`config.mk`:
```
export PLATFORM = sky130hd
export DESIGN_NAME = spi_tx_buffered
export DESIGN_NICKNAME = d
export VERILOG_FILES = /design/src/rtl/spi_pkg.sv /design/src/rtl/sync_fifo.sv /design/src/rtl/spi_tx_buffered.sv
export SDC_FILE = /design/constraint.sdc
export NUM_CORES = 1
export LEC_CHECK = 0
export ABC_AREA = 1
export BUFFER_PORTS_ARGS = -buffer_cell sky130_fd_sc_hd__buf_4
export CAP_MARGIN = 10
export CORE_ASPECT_RATIO = 1.5
export CORE_MARGIN = 2
export CORE_UTILIZATION = 60
export CTS_CLUSTER_DIAMETER = 100
export DETAILED_ROUTE_END_ITERATION = 10
export PLACE_DENSITY = 0.79
export SETUP_SLACK_MARGIN = 0.5
export SYNTH_ARGS = -nofsm -noshare
export SYNTH_HDL_FRONTEND = slang
export SYNTH_SLANG_ARGS = --single-unit
```
`constraint.sdc`:
```
create_clock -name clk -period 3.5 [get_ports clk]
set_clock_uncertainty 0.15 [all_clocks]
set_input_delay 0.35 -clock clk [delete_from_list [all_inputs] [get_ports clk]]
set_output_delay 0.35 -clock clk [all_outputs]
set_load 0.03 [all_outputs]
```
`src/rtl/spi_pkg.sv`:
```
// Shared SPI definitions: mode encodings, transmitter FSM states, synchroniser depth.
package spi_pkg;

  // Modes are encoded as {CPOL, CPHA}.
  localparam logic [1:0] SPI_MODE0 = 2'b00;
  localparam logic [1:0] SPI_MODE1 = 2'b01;
  localparam logic [1:0] SPI_MODE2 = 2'b10;
  localparam logic [1:0] SPI_MODE3 = 2'b11;

  localparam int SYNC_STAGES = 2;

  typedef enum logic [1:0] {
    IDLE,
    LOAD,
    SHIFT
  } spi_state_e;

endpackage

```
`src/rtl/sync_fifo.sv`:
```
// Single-clock FIFO with registered ready/level; DEPTH must be a power of two so
// the pointers wrap naturally.
module sync_fifo #(
  parameter int WIDTH = 8,
  parameter int DEPTH = 4
) (
  input  logic                     clk,
  input  logic                     rst,
  input  logic                     push_i,
  input  logic [WIDTH-1:0]         wdata_i,
  input  logic                     pop_i,
  output logic [WIDTH-1:0]         rdata_o,
  output logic                     empty_o,
  output logic                     ready_o,
  output logic [$clog2(DEPTH):0]   level_o
);

  localparam int PW = $clog2(DEPTH);
  localparam int LW = PW + 1;

  logic [WIDTH-1:0] mem_q [DEPTH];
  logic [PW-1:0]    wr_ptr_q, rd_ptr_q;
  logic [LW-1:0]    level_q, level_d;
  logic             ready_q;
  logic             push_ok, pop_ok;

  // When full, a pop frees a slot but ready_q stays low until the next cycle.
  assign push_ok = push_i && ready_q;
  assign pop_ok  = pop_i && (level_q != '0);

  // NOTE: every signal written in always_comb gets a default first, so no latch is inferred.
  always_comb begin
    level_d = level_q;
    if (push_ok && !pop_ok) begin
      level_d = level_q + 1'b1;
    end else if (!push_ok && pop_ok) begin
      level_d = level_q - 1'b1;
    end
  end

  // NOTE: sequential state uses non-blocking assignments so all flops update together.
  always_ff @(posedge clk or posedge rst) begin
    if (rst) begin
      wr_ptr_q <= '0;
      rd_ptr_q <= '0;
      level_q  <= '0;
      ready_q  <= 1'b1;
    end else begin
      if (push_ok) wr_ptr_q <= wr_ptr_q + 1'b1;
      if (pop_ok)  rd_ptr_q <= rd_ptr_q + 1'b1;
      level_q <= level_d;
      ready_q <= (level_d != LW'(DEPTH));
    end
  end

  // NOTE: storage is not reset; entries are only read after being written, and the
  // pointers/level carry the reset state.
  always_ff @(posedge clk) begin
    if (push_ok) mem_q[wr_ptr_q] <= wdata_i;
  end

  assign rdata_o = mem_q[rd_ptr_q];
  assign empty_o = (level_q == '0);
  assign ready_o = ready_q;
  assign level_o = level_q;

endmodule

```
`src/rtl/spi_tx_buffered.sv`:
```
// Oversampled SPI peripheral transmitter with TX FIFO, all four modes.
// Define SPI_TX_BUFFERED_RX_EN to add the receive shifter and rx_data/rx_valid ports.
module spi_tx_buffered
  import spi_pkg::*;
#(
  parameter int               WIDTH     = 8,
  parameter int               DEPTH     = 4,
  parameter bit               CPOL      = 1'b0,
  parameter bit               CPHA      = 1'b0,
  parameter logic [WIDTH-1:0] IDLE_WORD = '0
) (
  input  logic                   clk,
  input  logic                   rst,
  input  logic                   spi_sck,
  input  logic                   spi_csn,
  input  logic                   spi_sdi,
  output logic                   spi_sdo,
  input  logic [WIDTH-1:0]       tx_data,
  input  logic                   tx_valid,
  output logic                   tx_ready,
  output logic [$clog2(DEPTH):0] tx_level,
  output logic                   underrun,
  input  logic                   underrun_clr
`ifdef SPI_TX_BUFFERED_RX_EN
  ,
  output logic [WIDTH-1:0]       rx_data,
  output logic                   rx_valid
`endif
);

  localparam int         CW            = $clog2(WIDTH);
  localparam logic [1:0] MODE          = {CPOL, CPHA};
  localparam bit         SAMPLE_ON_LEAD = (MODE == SPI_MODE0) || (MODE == SPI_MODE2);
  localparam bit         SHIFT_ON_LEAD  = (MODE == SPI_MODE1) || (MODE == SPI_MODE3);

  logic [SYNC_STAGES-1:0] sck_sync_q, csn_sync_q;
  logic                   sck_s, csn_s;
  logic                   sck_prev_q, csn_prev_q;
  logic                   lead_q, trail_q, csn_fall_q, csn_rise_q;
  logic                   sample_edge, shift_edge;

  spi_state_e       state_q, state_d;
  logic [WIDTH-1:0] shreg_q, shreg_d;
  logic [CW-1:0]    cnt_q, cnt_d;
  logic             sampled_q, sampled_d;
  logic             underrun_q, underrun_d;

  logic             push, pop;
  logic [WIDTH-1:0] fifo_rdata;
  logic             fifo_empty;

  assign sck_s = sck_sync_q[SYNC_STAGES-1];
  assign csn_s = csn_sync_q[SYNC_STAGES-1];

  always_ff @(posedge clk or posedge rst) begin
    if (rst) begin
      sck_sync_q <= {SYNC_STAGES{CPOL}};
      csn_sync_q <= '1;
      sck_prev_q <= CPOL;
      csn_prev_q <= 1'b1;
      lead_q     <= 1'b0;
      trail_q    <= 1'b0;
      csn_fall_q <= 1'b0;
      csn_rise_q <= 1'b0;
    end else begin
      sck_sync_q <= {sck_sync_q[SYNC_STAGES-2:0], spi_sck};
      csn_sync_q <= {csn_sync_q[SYNC_STAGES-2:0], spi_csn};
      sck_prev_q <= sck_s;
      csn_prev_q <= csn_s;
      lead_q     <= (sck_prev_q == CPOL) && (sck_s != CPOL);
      trail_q    <= (sck_prev_q != CPOL) && (sck_s == CPOL);
      csn_fall_q <= csn_prev_q && !csn_s;
      csn_rise_q <= !csn_prev_q && csn_s;
    end
  end

  assign sample_edge = SAMPLE_ON_LEAD ? lead_q : trail_q;
  assign shift_edge  = SHIFT_ON_LEAD  ? lead_q : trail_q;

  // A shift edge before the first sample of a word is skipped: the MSB is already
  // on spi_sdo (CPHA=1 leading edge, or CPHA=0 trailing edge at a word boundary).
  always_comb begin
    state_d    = state_q;
    shreg_d    = shreg_q;
    cnt_d      = cnt_q;
    sampled_d  = sampled_q;
    underrun_d = underrun_q && !underrun_clr;
    pop        = 1'b0;
    if (csn_rise_q) begin
      state_d = IDLE;
    end else begin
      case (state_q)
        IDLE: begin
          if (csn_fall_q) state_d = LOAD;
        end
        LOAD: begin
          if (fifo_empty) begin
            shreg_d    = IDLE_WORD;
            underrun_d = 1'b1;
          end else begin
            shreg_d = fifo_rdata;
            pop     = 1'b1;
          end
          cnt_d     = CW'(WIDTH - 1);
          sampled_d = 1'b0;
          state_d   = SHIFT;
        end
        SHIFT: begin
          if (shift_edge && sampled_q) shreg_d = shreg_q << 1;
          if (sample_edge) begin
            sampled_d = 1'b1;
            cnt_d     = cnt_q - 1'b1;
            if (cnt_q == '0) state_d = LOAD;
          end
        end
        default: state_d = IDLE;
      endcase
    end
  end

  always_ff @(posedge clk or posedge rst) begin
    if (rst) begin
      state_q    <= IDLE;
      shreg_q    <= '0;
      cnt_q      <= '0;
      sampled_q  <= 1'b0;
      underrun_q <= 1'b0;
    end else begin
      state_q    <= state_d;
      shreg_q    <= shreg_d;
      cnt_q      <= cnt_d;
      sampled_q  <= sampled_d;
      underrun_q <= underrun_d;
    end
  end

  assign push     = tx_valid && tx_ready;
  assign spi_sdo  = shreg_q[WIDTH-1];
  assign underrun = underrun_q;

  sync_fifo #(
    .WIDTH (WIDTH),
    .DEPTH (DEPTH)
  ) u_fifo (
    .clk     (clk),
    .rst     (rst),
    .push_i  (push),
    .wdata_i (tx_data),
    .pop_i   (pop),
    .rdata_o (fifo_rdata),
    .empty_o (fifo_empty),
    .ready_o (tx_ready),
    .level_o (tx_level)
  );

`ifdef SPI_TX_BUFFERED_RX_EN
  logic [SYNC_STAGES-1:0] sdi_sync_q;
  logic                   sdi_q;
  logic [WIDTH-1:0]       rx_shift_q, rx_shift_d;
  logic [WIDTH-1:0]       rx_data_q, rx_data_d;
  logic                   rx_valid_q, rx_valid_d;
  logic                   rx_take;

  // sdi_q is delayed to line up with the registered edge flags.
  assign rx_take = (state_q == SHIFT) && sample_edge && !csn_rise_q;

  always_comb begin
    rx_shift_d = rx_shift_q;
    rx_data_d  = rx_data_q;
    rx_valid_d = 1'b0;
    if (rx_take) begin
      rx_shift_d = {rx_shift_q[WIDTH-2:0], sdi_q};
      if (cnt_q == '0) begin
        rx_data_d  = {rx_shift_q[WIDTH-2:0], sdi_q};
        rx_valid_d = 1'b1;
      end
    end
  end

  always_ff @(posedge clk or posedge rst) begin
    if (rst) begin
      sdi_sync_q <= '0;
      sdi_q      <= 1'b0;
      rx_shift_q <= '0;
      rx_data_q  <= '0;
      rx_valid_q <= 1'b0;
    end else begin
      sdi_sync_q <= {sdi_sync_q[SYNC_STAGES-2:0], spi_sdi};
      sdi_q      <= sdi_sync_q[SYNC_STAGES-1];
      rx_shift_q <= rx_shift_d;
      rx_data_q  <= rx_data_d;
      rx_valid_q <= rx_valid_d;
    end
  end

  assign rx_data  = rx_data_q;
  assign rx_valid = rx_valid_q;
`else
  logic unused_sdi;
  assign unused_sdi = spi_sdi;
`endif

endmodule

```
# Word level (Yosys, flattened, before mapping)
# Memories as Yosys holds them, arrays and structs flattened.
# Index checks and enable logic that the tools add are counted.
# word_totals
reg_bits	33
latch_bits	0
ramBits	32
romBits	0
input_bits	15
output_inout_bits	6
elab_cells	80
mem_count	1
# mem_list
memory	words	width	read_ports	rd_ports_with_merged_regs	wr	line_no	source
u_fifo.mem_q	4	8	1	0	1	sync_fifo.sv:21	logic [WIDTH-1:0] mem_q [DEPTH];
# op_classes
n_addsub	5
multipliers	0
n_div	0
order_cmp	0
n_eq_ne	8
n_shift	0
n_mux	22
bitwise_logic	3
n_reduce_logical	24
# op_table
cell	count
8-bit 2-to-1 mux	2
8-bit one-hot mux with 2 select lines	1
3-bit != test (second input constant)	4
1-bit logical AND	11
1-bit 2-to-1 mux	9
3-bit 2-to-1 mux	3
3-bit AND reduction	3
2-bit 2-to-1 mux	4
3-bit logical NOT	2
2-bit one-hot mux with 3 select lines	1
3-bit one-hot mux with 2 select lines	1
3-bit by 1-bit subtractor with 3-bit output (second input constant)	2
1-bit logical NOT	5
2-bit by 1-bit adder with 2-bit output (second input constant)	2
2-bit != test (second input constant)	2
3-bit by 1-bit adder with 3-bit output (second input constant)	1
1-bit NOT	3
3-bit nonzero test	1
2-bit by 1-bit equality test with 1-bit output (second input constant)	1
2-bit equality test (second input constant)	1
2-bit logical NOT	1
1-bit one-hot mux with 2 select lines	1
2-bit nonzero test	1

# Logic depth before layout (Yosys ltp)
# Gate-level depths: netlist (run 1).
# logic_depth
ltp_word	9
ltp_mapped	11
mapped_depth_nobuf	11

# Hierarchy
# Synthesis (run 1) repeated with hierarchy kept, for this count alone.
# unflattened
cells_unflattened	276
area_unflattened_um2	2857.7
# by_module_without_submodules
module	n_inst	cells_per_inst	area_each_um2	seq_area_each_um2
sync_fifo	1	142	1735.4	1162.4
spi_tx_buffered	1	134	1122.3	629.4

# Least setup slack after synthesis (run 1)
# Ideal clock, no wire load.
# synth_path
path_kind	register -> register
from	register u_fifo.ready_q (netlist: u_fifo.ready_o)
to	memory u_fifo.mem_q[0][0] (enable)
setup_ns	0.371
arrival_time_ns	1.157
path_slack_ns	1.822
stages_incl_launch_ff	3
path_buffers	0
period_less_slack_ns	1.678
path_cell_list	dfstp_2 > nand2_2 > nor2_1
# synth_between
elab_chain_len	4
# synth_lines
element	line_no	source
from (decl)	sync_fifo.sv:24	logic ready_q;
from (signal assigned)	sync_fifo.sv:52	ready_q <= (level_d != LW'(DEPTH));
1-bit logical AND	spi_tx_buffered.sv:137	assign push = tx_valid && tx_ready;
1-bit logical AND *	sync_fifo.sv:28	assign push_ok = push_i && ready_q;
1-bit 2-to-1 mux *	sync_fifo.sv:59	if (push_ok) mem_q[wr_ptr_q] <= wdata_i;
1-bit 2-to-1 mux (implied by the code) *	sync_fifo.sv:59	
to (decl)	sync_fifo.sv:21	
# Every way passes the cells marked *; elsewhere a longest branch is shown, timed or not.

# Worst setup path in the final report (run 1)
# layout_path
from	register u_fifo.wr_ptr_q[0]
to	memory u_fifo.mem_q[0][4] (enable)
# layout_lines
element	line_no	source
from (decl)	sync_fifo.sv:22	logic [PW-1:0] wr_ptr_q, rd_ptr_q;
from (signal assigned)	sync_fifo.sv:49	if (push_ok) wr_ptr_q <= wr_ptr_q + 1'b1;
# No word-level cell before the write port.

==> reports/metrics.csv, run 1 <==
stage,metric,value,unit
die,site row count,30,
cts,clock slew seen by the registers of the worst setup and hold paths,0.07,ns
power,total power,2.935,mW
global_route,M2 GR Usage,34.78,%
setup_path,Crit. End Element,register,
layout,Area Overhead vs Synth,15.15,%
routing,DRT Pass-1 Iters,4,
cts,# Post-CTS Setup Buffers,0,
cts,CTS Sinks,65,
layout,final net count,321,
setup_path,Crit path largest cell delay,0.64,ns
layout,most frequent cells in the layout,"nor2_1, nand2_1, inv_1, edfxtp_1, dfrtp_1",
setup_path,slowest CP cell,nor2_1,
place,HPWL after DPL,3218,microns
synth,Yosys cell types,27,
sta,Least-Margin Pin Slew,0.8325,ns
die,Initial Util,62.92,%
global_route,largest net degree at the start of global routing,21,
power,Pwr Density,891.8,mW/mm^2
job,MaxCap Viol Count,0,
setup_path,reg-to-reg setup timing slack,1.62,ns
synth,cells after synthesis,264,
setup_path,Critical Path Most Common Cell,inv_1,
die,I/O pins,21,
place,routability cong.,0.7674,
global_route,met3 Usage GRT,6.140,%
global_route,Congestion Overflow GR,0,
die,Die Y,88.53,microns
power,P_leak,1.492,nW
cts,Max clock buf depth,2,
power,worst vdd ir,685.3,uV
synth,synthesized area,0.002858,sq mm
layout,final instance area,0.003291,sq mm
sta,Setup TNS Final,0,ns
setup_path,CP Cell Sequence,inv_1 -> ha_1 -> inv_1 -> nor2_1,
sta,min cycle time layout,1.881,ns
die,Die W,60.35,microns
sta,final hold slack,0.05334,ns
layout,share of layout cells above drive strength 1,18.12,%
setup_path,crit path DAT,1.69,ns
synth,"EDFF count, synth",32,
synth,Yosys top cell by area,edfxtp_1,
global_route,number of global-route vias before repair,1800,
setup_path,worst r2r src,u_fifo.wr_ptr_q[0],
place,placed instance area,0.003038,sq mm
global_route,first-pass GRT wire length,7866,microns
global_route,initial antenna violation count,0,
synth,Yosys reg bits,65,
cts,CTS HTree Levels,3,
sta,"Slew Viols, Final",0,
setup_path,"Req. time, crit path",3.31,ns
hold_path,hold path depth,2,
setup_path,CP Class,reg -> reg,
hold_path,hold_sp,underrun_clr,
sta,worst setup margin,1.619,ns
synth,Post-synth ARST share,50.77,%
sta,Final Setup Violations,0,
routing,via count,1791,
sta,highest achievable clock rate,531.6,MHz
run_status,outcome,completed,
cts,worst skew pair latency,0.33,ns
layout,most common library cell in the layout ignoring fill and taps,nor2_1,
layout,Finished Core Util,72.45,%
sta,"Hold Vio Cnt, Final",0,
setup_path,cells on worst reg2reg path,4,
layout,Finished Layout Cells,362,
sta,Final period util,53.74,%
global_route,grt met1 use,23.61,%
synth,Syn. warnings,0,
sta,worst rel slew slack,44.29,%
setup_path,Crit Reg-Reg Endpoint,u_fifo.mem_q[0][4],
hold_path,Hold EP,underrun,
routing,wire length per cell,12.93,microns
synth,Avg Inst Size Synth,10.82,sq um
cts,root buf cell,clkbuf_8,
synth,syn nets,292,
setup_path,Setup crit start kind,register,
synth,sequential fraction of the synthesis area,62.70,%
die,Die Footprint,0.005342,sq mm
sta,RSZ-0062 raised after global routing,no,
synth,"Primary FF master, synth",edfxtp_1,
setup_path,worst-path maximum fanout,8,
place,I/O Buffers,19,
synth,synth top area cells,"edfxtp_1, dfrtp_1, nor2_1, ha_1, nand2_1",
routing,DR DRC count,0,
global_route,Most Crowded Layer GR,met2,
layout,number of diodes,0,
global_route,Global Route Usage Sum,20.56,%
die,Core Region,0.004542,sq mm
routing,Iteration-0 DRC Markers,50,
routing,DRT Wirelength,4680,microns
routing,Final ANT Viol Nets,0,
place,pre-CTS setup slack,1.618,ns
routing,vias per inst,4.948,
synth,Yosys top cell area share,33.63,%
cts,CTS tree,done,
hold_path,hold crit path type,in -> reg,
place,Post-Place Cells,343,
cts,Num CTS Buffers,9,
==> cell families (layout without fill, tap and decap cells) <==
logic type | count (synthesis) | count (layout) | share of synthesized area (%)
AO/OA/AOI/OAI | 42 | 42 | 8.231
XOR/XNOR | 3 | 3 | 0.9196
adder cells (fa/ha/maj) | 13 | 13 | 5.692
buffers and inverters | 41 | 75 | 6.567
flip-flops | 65 | 65 | 62.70
AND/OR/NAND/NOR | 100 | 100 | 15.89
==> flip-flops by register name, summed over array words and instances, names as in the netlist, 2 cells and up <==
register and flops:
u_fifo.wr_ptr_q 2, sck_sync_q 2, u_fifo.level_o 3, csn_sync_q 2
u_fifo.rd_ptr_q 2, state_q 2, cnt_q 3, shreg_q 8
u_fifo.mem_q 32
==> cell type report <==
| class | count | area, sq um |
|---|---|---|
| repair buffers | 23 | 180.2 |
| fillers | 332 | 1251 |
| clock buffers | 16 | 222.7 |
| well taps | 64 | 80.08 |
| multi-input cells | 158 | 878.3 |
| inverters | 36 | 137.6 |
| flip-flops and latches | 65 | 1792 |
==> where the power goes <==
part	internal [mW]	leakage [nW]	switching, mW
Combinational	0.389	0.702	0.700
Clock	0.403	0.113	0.265
Sequential	1.03	0.677	0.151
Total	1.82	1.49	1.11
==> worst max-delay path: cells and delay by family (launching register included) <==
family                   cells  cell delay (ns)
adder cells (fa/ha/maj)      1             0.16
AND/OR/NAND/NOR              1             0.64
buffers and inverters        2             0.17
flip-flops                   1             0.40
==> metal layers <==
layer	routed length, microns	up-vias
li1	-	919
met2	2558	24
met4	83	0
met1	1867	843
met5	0	-
met3	170	5
==> synthesized netlist by cell type (2+ instances only) <==
master and count:
nand2_2 5, dfrtp_1 29, dfstp_2 4, o21ai_0 17, nand2_4 4, nand2_1 34
nor2_1 46, o22ai_1 2, xor2_1 3, o21ai_1 3, inv_1 32, a21oi_1 15
inv_2 3, ha_1 13, a22oi_1 2, buf_6 4, edfxtp_1 32, nand3_1 7
==> worst max-delay path by stage <==
stage / from / endpoint / slack (ns) / cells after the start
after global placement: state_q[0] / state_q[0] / 1.67 / 9
after detailed placement: u_fifo.ready_o / u_fifo.mem_q[0][4] / 1.62 / 2
after CTS: u_fifo.wr_ptr_q[0] / u_fifo.mem_q[0][1] / 1.61 / 4
after floorplan: u_fifo.ready_o / u_fifo.mem_q[0][0] / 1.82 / 2
after global routing: state_q[0] / state_q[0] / 1.46 / 7
final: u_fifo.wr_ptr_q[0] / u_fifo.mem_q[0][4] / 1.62 / 4
==> repair_timing <==
item | CTS | global route
gates resized for setup | 0 | 0
hold buffers | 3 | 0
hold endpoints to repair | 17 | 0
No activity file was read; power rests on OpenSTA's default activity.
==> run 2, diff against run 1 <==
- CORE_UTILIZATION: 60 -> 59
- PLACE_DENSITY: 0.79 -> 0.78
- clock period: 3.5 -> 1.9 ns (I/O delays scaled with it)
==> run 2 against run 1 <==
Net effect:
- first-iteration DRC count grew 120%
- clock power grew 56%
- sequential share of layout area is 7.0 points lower
- highest routed layer unchanged
- register-to-register slack worse by 1.3 ns
- utilization increased by 7.7 points
- critical path depth up 4
- critical endpoint is now u_fifo.rd_ptr_q[1]
- non-clock buffer count is 34 higher
- via count increased by 14%
- wire length grew 28%
- sequential power increased by 85%
- maximum frequency grew 16%
==> reports/metrics.csv, run 2 (synthesis results as in run 1) <==
stage,metric,value,unit
die,Die Footprint,0.005428,sq mm
routing,DRT Pass-1 Iters,4,
setup_path,cells on worst reg2reg path,8,
die,I/O pins,21,
cts,root buf cell,clkbuf_8,
routing,via count,2049,
sta,worst rel slew slack,72.58,%
die,site row count,31,
power,Pwr Density,1650,mW/mm^2
setup_path,worst-path maximum fanout,4,
setup_path,Setup crit start kind,register,
job,MaxCap Viol Count,0,
place,HPWL after DPL,3399,microns
setup_path,Critical Path Most Common Cell,nor2_4,
die,Die Y,89.24,microns
cts,CTS Sinks,65,
sta,highest achievable clock rate,616.6,MHz
sta,final hold slack,0.1757,ns
setup_path,CP Class,reg -> reg,
routing,DR DRC count,0,
setup_path,CP top delay family,flip-flops,
global_route,initial antenna violation count,0,
layout,share of layout cells above drive strength 1,38.55,%
layout,biggest regs,"u_fifo.mem_q: 32 flops, shreg_q: 8 flops",
hold_path,hold_sp,tx_valid,
setup_path,reg-to-reg setup timing slack,0.28,ns
setup_path,worst r2r src,state_q[1],
power,worst vdd ir,1303,uV
sta,Final Setup Violations,0,
routing,vias per inst,5.148,
sta,"Hold Vio Cnt, Final",0,
place,I/O Buffers,19,
cts,clock slew seen by the registers of the worst setup and hold paths,0.07,ns
layout,number of diodes,0,
layout,max FFs per register,32,
routing,Final ANT Viol Nets,0,
power,P_leak,1.633,nW
global_route,met3 Usage GRT,3.329,%
sta,Least-Margin Pin Slew,0.4113,ns
setup_path,CP Cell Sequence,inv_4 -> ha_4 -> inv_2 -> nor2_4 -> nand2_4 -> buf_6 -> nor2_4 -> xor2_2,
power,total power,6.259,mW
global_route,Most Crowded Layer GR,met2,
global_route,largest net degree at the start of global routing,34,
routing,DRT Wirelength,5980,microns
sta,Setup TNS Final,0,ns
global_route,M2 GR Usage,41.84,%
setup_path,slowest CP cell,dfrtp_2,
cts,Max clock buf depth,2,
die,Core Region,0.004732,sq mm
global_route,number of global-route vias before repair,1993,
setup_path,WP buf/inv,3,
layout,final net count,355,
setup_path,crit path DAT,1.72,ns
setup_path,Critical Path Start,state_q[1],
sta,Final period util,85.35,%
sta,min cycle time layout,1.622,ns
routing,Iteration-0 DRC Markers,110,
layout,most frequent cells in the layout,"nor2_1, buf_4, edfxtp_1",
cts,CTS HTree Levels,3,
setup_path,Crit. End Element,register,
place,routability cong.,0.7222,
global_route,Congestion Overflow GR,0,
global_route,grt met1 use,25.37,%
hold_path,Hold EP,u_fifo.wr_ptr_q[1],
cts,Num CTS Buffers,9,
sta,RSZ-0062 raised after global routing,yes,
hold_path,hold crit path type,in -> reg,
setup_path,Crit path largest cell delay,0.43,ns
run_status,outcome,completed,
setup_path,Crit Reg-Reg Endpoint,u_fifo.rd_ptr_q[1],
die,Initial Util,60.39,%
layout,most common library cell in the layout ignoring fill and taps,nor2_1,
cts,worst skew pair latency,0.33,ns
hold_path,hold path depth,4,
global_route,Global Route Usage Sum,23.36,%
layout,Top reg by flops,u_fifo.mem_q,
layout,Area Overhead vs Synth,32.71,%
sta,"Slew Viols, Final",0,
global_route,first-pass GRT wire length,9052,microns
layout,filler cell count,288,
routing,wire length per cell,15.03,microns
die,Die W,60.83,microns
setup_path,"Req. time, crit path",2.00,ns
cts,CTS tree,done,
run 2: cell count changes in the layout (fill, tap and decap cells not counted), sizes merged:
| cell | delta |
|---|---|
| clkinv | +3 |
| buf | +25 |
| dlygate4sd3 | +9 |
| clkbuf | -3 |
run 2: worst max-delay path by stage:
stage	endpoint	slack (ns)	cells past startpoint
5_1_grt	u_fifo.rd_ptr_q[1]	0.22	8
2_1_floorplan	shreg_q[1]	0.39	7
4_1_cts	u_fifo.ready_o	0.29	11
3_3_place_gp	cnt_q[2]	0.25	8
3_5_place_dp	state_q[0]	0.18	9
6_report	u_fifo.rd_ptr_q[1]	0.28	8
run 2: through the flow:
step	setup slack, ns	cells	instance area (sq um)	util, %
floorplan	0.3923	264	2957	-
global placement	0.2455	347	3154	66.66
detailed placement	0.1836	347	3154	66.66
CTS	0.2917	390	3626	76.63
global route	0.2245	398	3792	80.14
finish	0.2783	398	3792	80.14
run 2: where the power goes:
part | switching [mW] | total (mW) | internal [mW]
clock network | 0.496 | 1.04 | 0.548
registers | 0.276 | 2.18 | 1.91
logic | 1.76 | 3.03 | 1.27
total | 2.54 | 6.26 | 3.72
run 2: area by class of cell:
| cell class | count | area, sq um | share of cell area (%) |
|---|---|---|---|
| repair buffers | 57 | 500.5 | 13.20 |
| well taps | 66 | 82.58 | 2.177 |
| inverters | 36 | 145.1 | 3.827 |
| clock buffers | 13 | 160.2 | 4.223 |
| clock inverters | 3 | 15.01 | 0.3959 |
| multi-input cells | 158 | 1090 | 28.74 |
| flip-flops and latches | 65 | 1799 | 47.44 |
run 2: repair_timing:
action,CTS,global route
hold buffers,12,0
gates resized for setup,13,34
endpoints found under the hold margin,64,0
buffers inserted,15,8
pin swaps,15,19
setup endpoints to repair,52,53
run 2: metal layers:
layer / up-vias / routed length [microns]
met4: 0 / 132
met2: 44 / 3464
met5: - / 0
met3: 10 / 178
li1: 992 / -
met1: 1003 / 2204
run 2: worst register-to-register path, delay by kind of cell, from the launching register on:
family	cells	cell delay, ns
adders and majority gates	1	0.12
DFF	1	0.43
buffers and inverters	3	0.25
xor gates and xnor gates	1	0.18
and+or+nand+nor	3	0.42
